$ cat src/rtl/uart_program_loader.sv
// UART 8N1 receiver that frames sync + image + checksum into the
// programming/new_byte/prog_data handshake of the CPU programming port.
module uart_program_loader #(
  parameter int          CLKS_PER_BIT = 16,
  parameter int          PROG_BYTES   = 16,
  parameter logic [7:0]  SYNC_BYTE    = 8'hA5
) (
  input  logic       clk,
  input  logic       rst,
  input  logic       rx,
  output logic [7:0] prog_data,
  output logic       programming,
  output logic       new_byte,
  output logic [4:0] byte_count,
  output logic       done,
  output logic       error
);

  localparam int TW = $clog2(CLKS_PER_BIT);
  localparam logic [TW-1:0] HALF = TW'(CLKS_PER_BIT / 2 - 1);
  localparam logic [TW-1:0] FULL = TW'(CLKS_PER_BIT - 1);
  localparam logic [4:0]    PB   = 5'(PROG_BYTES);

  typedef enum logic [1:0] {
    RX_IDLE, RX_START, RX_DATA, RX_STOP
  } rx_st_t;

  typedef enum logic [1:0] {
    F_WAIT, F_LOAD, F_CHECK
  } fr_st_t;

  logic          meta_q, rxs_q, rxs_prev_q;
  rx_st_t        rx_st_q, rx_st_d;
  logic [TW-1:0] timer_q, timer_d;
  logic [2:0]    bit_q, bit_d;
  logic [7:0]    shift_q, shift_d;
  logic          byte_valid, frame_err;

  fr_st_t        fr_st_q, fr_st_d;
  logic [7:0]    data_q, data_d;
  logic [7:0]    sum_q, sum_d;
  logic [4:0]    cnt_q, cnt_d;
  logic          prog_q, prog_d;
  logic          nb_q, nb_d;
  logic          hold_q, hold_d;
  logic          done_q, done_d;
  logic          err_q, err_d;

  always_ff @(posedge clk) begin
    if (rst) begin
      meta_q     <= 1'b1;
      rxs_q      <= 1'b1;
      rxs_prev_q <= 1'b1;
      rx_st_q    <= RX_IDLE;
      timer_q    <= '0;
      bit_q      <= '0;
      shift_q    <= '0;
      fr_st_q    <= F_WAIT;
      data_q     <= '0;
      sum_q      <= '0;
      cnt_q      <= '0;
      prog_q     <= 1'b0;
      nb_q       <= 1'b0;
      hold_q     <= 1'b0;
      done_q     <= 1'b0;
      err_q      <= 1'b0;
    end else begin
      meta_q     <= rx;
      rxs_q      <= meta_q;
      rxs_prev_q <= rxs_q;
      rx_st_q    <= rx_st_d;
      timer_q    <= timer_d;
      bit_q      <= bit_d;
      shift_q    <= shift_d;
      fr_st_q    <= fr_st_d;
      data_q     <= data_d;
      sum_q      <= sum_d;
      cnt_q      <= cnt_d;
      prog_q     <= prog_d;
      nb_q       <= nb_d;
      hold_q     <= hold_d;
      done_q     <= done_d;
      err_q      <= err_d;
    end
  end

  // Bit-level receiver; byte_valid/frame_err pulse on the stop sample.
  always_comb begin
    rx_st_d    = rx_st_q;
    timer_d    = timer_q;
    bit_d      = bit_q;
    shift_d    = shift_q;
    byte_valid = 1'b0;
    frame_err  = 1'b0;
    unique case (rx_st_q)
      RX_IDLE: begin
        if (rxs_prev_q && !rxs_q) begin
          rx_st_d = RX_START;
          timer_d = '0;
        end
      end
      RX_START: begin
        if (timer_q == HALF) begin
          timer_d = '0;
          bit_d   = '0;
          rx_st_d = rxs_q ? RX_IDLE : RX_DATA;
        end else begin
          timer_d = timer_q + 1'b1;
        end
      end
      RX_DATA: begin
        if (timer_q == FULL) begin
          timer_d = '0;
          shift_d = {rxs_q, shift_q[7:1]};
          bit_d   = bit_q + 3'd1;
          if (bit_q == 3'd7) rx_st_d = RX_STOP;
        end else begin
          timer_d = timer_q + 1'b1;
        end
      end
      RX_STOP: begin
        if (timer_q == FULL) begin
          timer_d    = '0;
          rx_st_d    = RX_IDLE;
          byte_valid = rxs_q;
          frame_err  = !rxs_q;
        end else begin
          timer_d = timer_q + 1'b1;
        end
      end
      default: rx_st_d = RX_IDLE;
    endcase
  end

  // Frame-level sequencing: sync, PROG_BYTES data bytes, checksum.
  always_comb begin
    fr_st_d = fr_st_q;
    data_d  = data_q;
    sum_d   = sum_q;
    cnt_d   = cnt_q;
    prog_d  = prog_q;
    done_d  = done_q;
    err_d   = err_q;
    nb_d    = hold_q;
    hold_d  = 1'b0;
    unique case (fr_st_q)
      F_WAIT: begin
        if (byte_valid && shift_q == SYNC_BYTE) begin
          fr_st_d = F_LOAD;
          prog_d  = 1'b1;
          done_d  = 1'b0;
          err_d   = 1'b0;
          cnt_d   = '0;
          sum_d   = '0;
        end
      end
      F_LOAD: begin
        if (byte_valid) begin
          data_d = shift_q;
          sum_d  = sum_q + shift_q;
          nb_d   = 1'b1;
          hold_d = 1'b1;
          if (cnt_q < PB) cnt_d = cnt_q + 5'd1;
          if (cnt_q == PB - 5'd1) fr_st_d = F_CHECK;
        end else if (frame_err) begin
          err_d   = 1'b1;
          prog_d  = 1'b0;
          fr_st_d = F_WAIT;
        end
      end
      F_CHECK: begin
        if (byte_valid) begin
          done_d  = (shift_q == sum_q);
          err_d   = (shift_q != sum_q);
          prog_d  = 1'b0;
          fr_st_d = F_WAIT;
        end else if (frame_err) begin
          err_d   = 1'b1;
          prog_d  = 1'b0;
          fr_st_d = F_WAIT;
        end
      end
      default: fr_st_d = F_WAIT;
    endcase
  end

  assign prog_data   = data_q;
  assign programming = prog_q;
  assign new_byte    = nb_q;
  assign byte_count  = cnt_q;
  assign done        = done_q;
  assign error       = err_q;

endmodule

$ cat config.mk
export PLATFORM = sky130hd
export DESIGN_NAME = uart_program_loader
export DESIGN_NICKNAME = d
export VERILOG_FILES = /design/src/rtl/uart_program_loader.sv
export SDC_FILE = /design/constraint.sdc
export NUM_CORES = 1
export LEC_CHECK = 0
export CAP_MARGIN = 20
export CELL_PAD_IN_SITES_DETAIL_PLACEMENT = 0
export CELL_PAD_IN_SITES_GLOBAL_PLACEMENT = 1
export CORE_MARGIN = 10
export CORE_UTILIZATION = 45
export CTS_BUF_LIST = sky130_fd_sc_hd__clkbuf_2 sky130_fd_sc_hd__clkbuf_4 sky130_fd_sc_hd__clkbuf_8
export CTS_CLUSTER_SIZE = 10
export DETAILED_ROUTE_END_ITERATION = 12
export GPL_ROUTABILITY_DRIVEN = 0
export MAX_ROUTING_LAYER = met4
export PLACE_DENSITY = 0.93
export SLEW_MARGIN = 20
export SYNTH_ARGS = -nofsm -noshare
export SYNTH_HDL_FRONTEND = slang
export SYNTH_SLANG_ARGS = --single-unit
$ cat constraint.sdc
create_clock -name clk -period 3.2 [get_ports clk]
set_clock_uncertainty 0.2 [all_clocks]
set_input_delay 0.64 -clock clk [delete_from_list [all_inputs] [get_ports clk]]
set_output_delay 0.64 -clock clk [all_outputs]
set_load 0.005 [all_outputs]
==> results of run 1 <==
cells in the final DEF, fill, tap and decap left out, types with 3 or more instances in the layout:
cell	Yosys	routed
sky130_fd_sc_hd__nand3_1	11	11
sky130_fd_sc_hd__a31oi_1	3	3
sky130_fd_sc_hd__a21oi_1	26	26
sky130_fd_sc_hd__nor2_1	24	24
sky130_fd_sc_hd__a21o_1	4	4
sky130_fd_sc_hd__and2_1	3	3
sky130_fd_sc_hd__clkdlybuf4s50_1	0	19
sky130_fd_sc_hd__nand2_1	34	34
sky130_fd_sc_hd__nor2b_1	6	6
sky130_fd_sc_hd__o2111ai_1	3	3
sky130_fd_sc_hd__ha_1	16	16
sky130_fd_sc_hd__buf_4	0	3
sky130_fd_sc_hd__or2_2	4	4
sky130_fd_sc_hd__and3_1	3	3
sky130_fd_sc_hd__a22oi_1	4	4
sky130_fd_sc_hd__o32ai_1	3	3
sky130_fd_sc_hd__nor3_1	7	7
sky130_fd_sc_hd__clkbuf_8	0	6
sky130_fd_sc_hd__xor2_1	5	5
sky130_fd_sc_hd__or3_1	6	6
sky130_fd_sc_hd__dfxtp_1	48	48
sky130_fd_sc_hd__o21ai_0	12	12
sky130_fd_sc_hd__inv_1	9	9
sky130_fd_sc_hd__nand4_1	3	3
sky130_fd_sc_hd__mux2i_1	12	12
per-layer routing:
layer	part of all wire [%]	GRT usage (%)
met1	49	16.86
met2	45	19.01
met3	4.8	2.958
met4	1.2	5.063
met5	0	-
worst paths after layout:
| kind | startpoint | to | slack, ns | cells past startpoint |
|---|---|---|---|---|
| max | shift_q[5]$_SDFFE_PP0P_ | done$_SDFFE_PP0P_ | 0.66 | 6 |
| min | meta_q$_SDFF_PP1_ | rxs_q$_SDFF_PP1_ | 0.22 | 1 |
| max reg2reg | shift_q[5]$_SDFFE_PP0P_ | done$_SDFFE_PP0P_ | 0.66 | 6 |
| min reg2reg | meta_q$_SDFF_PP1_ | rxs_q$_SDFF_PP1_ | 0.22 | 1 |
area by class of cell:
cell class                 count  area [µm²]
timing repair buffer          22       212.7
clock buffer                   6       82.58
tap                           70       87.58
inverter                      10       37.54
multi-input combinational    216        1409
fill                         485        2397
sequential                    48       960.9
clock inverter                 2       17.52
power by group through the flow:
| stage | Combinational, mW | Clock (mW) | Sequential [mW] |
|---|---|---|---|
| final | 0.101 | 0.402 | 0.625 |
| after global routing | 0.115 | 0.442 | 0.627 |
| after CTS | 0.101 | 0.415 | 0.625 |
| after detailed placement | 0.101 | 0 | 0.639 |
| after global placement | 0.0998 | 0 | 0.638 |
| after floorplan | 0.0868 | 0 | 0.630 |
state kept, by name, indices dropped and copies added (netlist names), named ones only:
register     flops
fr_st_q          2
done             1
shift_q          8
bit_q            3
rxs_prev_q       1
sum_q            8
rx_st_q          1
programming      1
prog_data        8
error            1
byte_count       5
timer_q          4
rxs_q            1
hold_q           1
meta_q           1
new_byte         1
critical path, stage by stage (launching register included):
cell and delay, ns:
sky130_fd_sc_hd__dfxtp_1 0.36, sky130_fd_sc_hd__ha_1 0.37, sky130_fd_sc_hd__or4_1 0.52, sky130_fd_sc_hd__nor4_1 0.37
sky130_fd_sc_hd__nand4_1 0.18, sky130_fd_sc_hd__or3_1 0.35, sky130_fd_sc_hd__a31oi_1 0.13
cell families (layout without fill, tap and decap cells):
family,count (synthesis),in the layout,synth area share [%]
and+or+nand+nor,116,116,24.48
AOI/OAI and AO/OA,65,65,16.93
DFF,48,48,39.16
buffers and inverters,22,40,3.416
adders and majority gates,17,17,8.975
muxes,12,12,4.896
xor gates and xnor gates,6,6,2.142
metrics by stage:
stage | cell area [µm²] | hold WS [ns] | worst slack [ns] | utilization, %
after floorplan | 2454 | 0.1895 | 0.9572 | -
after global placement | 2708 | 0.2005 | 0.8355 | 52.02
after detailed placement | 2708 | 0.1964 | 0.7460 | 52.02
after CTS | 2808 | 0.2222 | 0.7109 | 53.94
after global routing | 2808 | 0.2346 | 0.4329 | 53.94
final | 2808 | 0.2194 | 0.6625 | 53.94
==> out/qor.tcl, run 1 <==
set qor(cts-root-to-sink-buffers) 2
set qor(internal_power_mw) 0.8274
set qor(post_cts.repair.setup_buffers) 0
set qor(instances_no_fill) 374
set qor(vdd.ir_drop.worst_v) 0.0002085
set qor(period_needed_ns) 2.538
set qor(vias_per_cell) 5.495
set qor(timing_worst_slew_pin_value_ns) 0.7811
set qor(power_per_cell_area_nw_per_um2) 401.5
set qor(area.growth.synth_to_final_pct) 14.43
set qor(placement.io_buffers) 19
set qor(grt_start_max_net_pins) 46
set qor(via_count) 2055
set qor(synth_top_flop_cell) {sky130_fd_sc_hd__dfxtp_1}
set qor(tritoncts_clock_tree) {yes}
set qor(yosys.cell_count.top_type) {sky130_fd_sc_hd__dfxtp_1}
set qor(p_leak_nw) 1.071
set qor(syn-cell-area_um2) 2454
set qor(max-slew-margin-rel_pct) 47.93
set qor(drt.antenna.violating_nets) 0
set qor(period_share_pct) 79.30
set qor(power.total_mw) 1.127
set qor(finalHoldViolCount) 0
set qor(placed_cells_incl_taps) 366
set qor(final_nets) 323
set qor(drv_slew) 0
set qor(swShare_pct) 26.61
set qor(synthesis.yosys.warnings) 0
set qor(drc_violation_count_after_routing) 0
set qor(coreArea_um2) 5205
set qor(status) {completed}
set qor(final-setup-viol-count) 0
set qor(synthTopCellsByArea) {sky130_fd_sc_hd__dfxtp_1, sky130_fd_sc_hd__ha_1, sky130_fd_sc_hd__a21oi_1}
set qor(switching_power_mw) 0.3000
set qor(setup_total_neg_slack_ns) 0
set qor(globalRoute.totalOverflow) 0
set qor(initial_utilization_pct) 47.14
set qor(netlist-cell-type-count) 50
set qor(syn-num-nets) 306
set qor(top_level_ports) 20
set qor(cts_sinks) 48
set qor(share_of_flip_flops_with_an_asynchronous_set_or_reset_pct) 0
set qor(synthDominantAreaCellType) {sky130_fd_sc_hd__dfxtp_1}
set qor(chipHeight_um) 93.84
set qor(holdCritPathClass) {register to register}
set qor(critical_path_peak_fanout) 5
set qor(antenna_cells) 0
set qor(max_clock_freq_mhz) 394.1
set qor(floorplan.die.width_um) 93.84
set qor(layout_cells_sized_above_1_pct) 7.237
set qor(synthesis.area_per_instance_um2) 8.579
set qor(comb_power_share_pct) 9.0
set qor(clock_power_share_pct) 35.6
set qor(rsz0062_at_grt) {false}
set qor(number_of_antenna_violations_at_the_first_check_in_global_routing) 0
set qor(groute.usage.overall_pct) 12.98
set qor(drv.max_cap_violation_count) 0
set qor(htree_num_levels) 2
set qor(clk-insertion-delay-late_ns) 0.31
set qor(numCtsBuffers) 5
set qor(cts-hold-fix-buffers) 0
set qor(crit_arrival_ns) 2.57
set qor(yosys-top-cells-count) {sky130_fd_sc_hd__dfxtp_1, sky130_fd_sc_hd__nand2_1, sky130_fd_sc_hd__a21oi_1, sky130_fd_sc_hd__nor2_1, sky130_fd_sc_hd__ha_1}
set qor(floorplan.rows) 26
set qor(clock_transition_at_the_register_clock_pins_on_the_worst_setup_and_hold_paths_after_cts_ns) 0.10
set qor(wl_mm) 5.309
set qor(timing.setup.critical_path_class) {register to register}
set qor(die_area_um2) 8806
set qor(seq_power_share_pct) 55.4
set qor(synth_edf_count) 0
set qor(worst-endpoint-required_ns) 3.24
set qor(crit_path_start_kind) {register}
set qor(first_pass_grt_wire_length_mm) 9.149
set qor(detailedPlacementHpwl_mm) 3.659
set qor(endpoint_kind) {register}
set qor(postSynthRegisterBits) 48
set qor(post_synth_inst_count) 286
set qor(initialDrtViolationCount) 136
set qor(cts.root.buffer_cell) {sky130_fd_sc_hd__clkbuf_8}
set qor(synth.yosys.seq_area_share_pct) 39.16
set qor(dr.pass1.iters) 5
set qor(cts-resized-gates) 0
set qor(wl_per_cell_um) 14.20
set qor(netlist.area_leader.share_pct) 39.16
set qor(first_global_vias) 1927
Note: power is estimated with default switching activity, not from simulation.
==> run 2: changes to the inputs <==
Settings changed: CORE_UTILIZATION 45 to 41, PLACE_DENSITY 0.93 to 0.9.
Clock period 3.2 ns to 2.12 ns, I/O delays scaled along.
==> run 2 against run 1 <==
Compared with the run above:
- the run now ends with setup timing left
- flip-flop and latch count stayed put
- final cell count is 11% higher
- die area is 7.6% higher
- maximum frequency is 15% higher
- register-to-register slack worse by 0.74 ns
- global-route usage is 0.19 points lower
- combinational power is 82% higher
- final area is 16% higher
- critical path depth stayed put
- critical endpoint is now error$_SDFFE_PP0P_
- largest power group unchanged
- highest routed layer unchanged
==> out/qor.tcl, run 2 (synthesis gave the netlist of run 1 again) <==
set qor(timing_worst_slew_pin_value_ns) 0.5507
set qor(multiInputGateArea_um2) 1526
set qor(via_count) 2225
set qor(chipHeight_um) 97.36
set qor(worst_path_largest_cell_delay_ns) 0.52
set qor(drc_violation_count_after_routing) 0
set qor(tritoncts_clock_tree) {yes}
set qor(top_level_ports) 20
set qor(first_global_vias) 2096
set qor(r2r.worst_path.cells) 6
set qor(post-route-util_pct) 55.71
set qor(cts.root.buffer_cell) {sky130_fd_sc_hd__clkbuf_8}
set qor(coreArea_um2) 5851
set qor(final-setup-viol-count) 4
set qor(initial_utilization_pct) 41.94
set qor(crit_path_top_delay_cell) {sky130_fd_sc_hd__or4_4}
set qor(floorplan.rows) 28
set qor(first_pass_grt_wire_length_mm) 9.970
set qor(die_area_um2) 9479
set qor(numCtsBuffers) 5
set qor(p_leak_nw) 1.290
set qor(min_path_cells) 1
set qor(detailedPlacementHpwl_mm) 4.273
set qor(cts-root-to-sink-buffers) 2
set qor(worst_r2r_endpoint) {error$_SDFFE_PP0P_}
set qor(final.setup.worst_slack_ns) -0.08170
set qor(sequential_cell_area_um2) 978.4
set qor(crit_path_start_kind) {register}
set qor(violations) {setup timing}
set qor(finalHoldWorstSlack_ns) 0.2198
set qor(clock_transition_at_the_register_clock_pins_on_the_worst_setup_and_hold_paths_after_cts_ns) 0.10
set qor(initialDrtViolationCount) 103
set qor(leading_cell_type_in_the_layout_fill_and_taps_excluded) {sky130_fd_sc_hd__dfxtp_1}
set qor(max_clock_freq_mhz) 454.2
set qor(placement.io_buffers) 19
set qor(most_frequent_cells_in_the_layout) {sky130_fd_sc_hd__dfxtp_1, sky130_fd_sc_hd__buf_4, sky130_fd_sc_hd__nand2_1}
set qor(dr.pass1.iters) 4
set qor(critical_path_peak_fanout) 3
set qor(setup.reg_to_reg.worst_slack_ns) -0.08
set qor(vdd.ir_drop.worst_v) 0.0002851
set qor(drv.max_cap_violation_count) 0
set qor(list_of_cells_traversed_by_the_critical_path) {nor4bb_2 -> buf_4 -> nand2_4 -> or4_4 -> and2_4 -> a2111oi_4}
set qor(final_nets) 360
set qor(vias_per_cell) 5.349
set qor(wl_per_cell_um) 14.65
set qor(area.growth.synth_to_final_pct) 32.84
set qor(antenna_cells) 0
set qor(reg2reg_from) {shift_q[3]$_SDFFE_PP0P_}
set qor(rsz0062_at_grt) {true}
set qor(critPathLaunch) {shift_q[3]$_SDFFE_PP0P_}
set qor(max-slew-margin-rel_pct) 62.90
set qor(grt_start_max_net_pins) 35
set qor(wl_mm) 6.095
set qor(setup_total_neg_slack_ns) -0.2238
set qor(floorplan.die.width_um) 97.36
set qor(worst-endpoint-required_ns) 2.14
set qor(htree_num_levels) 2
set qor(clk-insertion-delay-late_ns) 0.32
set qor(drv_slew) 0
set qor(crit_arrival_ns) 2.22
set qor(cts-hold-fix-buffers) 0
set qor(period_needed_ns) 2.202
set qor(number_of_antenna_violations_at_the_first_check_in_global_routing) 0
set qor(timing.setup.critical_path_class) {register to register}
set qor(status) {complete, but fails checks}
set qor(period_share_pct) 103.9
set qor(cts_sinks) 48
set qor(endpoint_kind) {register}
set qor(groute.usage.overall_pct) 12.79
set qor(whs_endpoint) {rxs_q$_SDFF_PP1_}
set qor(drt.antenna.violating_nets) 0
set qor(finalHoldViolCount) 0
set qor(layout_cells_sized_above_1_pct) 24.05
set qor(holdCritPathClass) {register to register}
set qor(globalRoute.totalOverflow) 0
set qor(power_per_cell_area_nw_per_um2) 560.6
set qor(n_fill_cell) 531
set qor(timing.hold.worst.start) {meta_q$_SDFF_PP1_}
[run 2: changes by cell type in the layout (fill, tap and decap cells not counted), moves of 3 or more]
cell and delta:
sky130_fd_sc_hd__buf_4 +35, sky130_fd_sc_hd__dfxtp_1 -8, sky130_fd_sc_hd__dfxtp_2 +5, sky130_fd_sc_hd__dfxtp_4 +3, sky130_fd_sc_hd__ha_1 -4, sky130_fd_sc_hd__ha_4 +3
[run 2: timing repair]
action | 4_1_cts | 5_1_grt
endpoints found under the setup margin | 2 | 8
resized for setup | 12 | 14
setup buffers | 3 | 2
pin swaps | 2 | 1
[run 2: layout make-up]
class / instances / share of cell area (%)
multi-input cells: 216 / 46.83
clock inverters: 3 / 1.459
clock buffers: 5 / 2.111
well taps: 75 / 2.879
inverters: 10 / 1.152
repair buffers: 59 / 15.55
flip-flops and latches: 48 / 30.02
[run 2: worst max-delay path by stage]
stage	end	slack, ns	depth (start not counted)
global placement	done$_SDFFE_PP0P_	-0.02	6
detailed placement	done$_SDFFE_PP0P_	-0.05	6
finish	error$_SDFFE_PP0P_	-0.08	6
floorplan	done$_SDFFE_PP0P_	-0.002	6
global route	programming$_SDFFE_PP0P_	-0.14	7
CTS	done$_SDFFE_PP0P_	-0.07	6
[run 2: where the power goes]
group | total [mW] | leakage [nW] | switching (mW) | internal, mW
clock | 0.700 | 0.0583 | 0.344 | 0.356
sequential | 0.943 | 0.392 | 0.0257 | 0.917
combinational | 0.184 | 0.839 | 0.108 | 0.0766
[run 2: metal layers]
metal  vias up  global-route usage (%)  routed length [µm]
met3         7                   3.556                 256
met2        32                   20.24                3018
li1       1134                       -                   -
met5         -                       -                   0
met1      1052                   15.33                2747
met4         0                   4.139                  72
[run 2: metrics by stage]
step           total power, mW  area [µm²]  instances  setup slack, ns
6_report                 1.827        3259        416         -0.08170
5_1_grt                  1.905        3259        416          -0.1376
4_1_cts                  1.831        3182        414         -0.07383
3_5_place_dp             1.138        3000        403         -0.04595
3_3_place_gp             1.135        3000        403         -0.02185
2_1_floorplan            1.086        2487        286        -0.002133
[run 2: worst max-delay path: cells and delay by family, from the launching register on]
family,cells,cell delay (ns)
compound gates,1,0.28
flops,1,0.37
simple gates,4,1.08
buf+inv,1,0.19
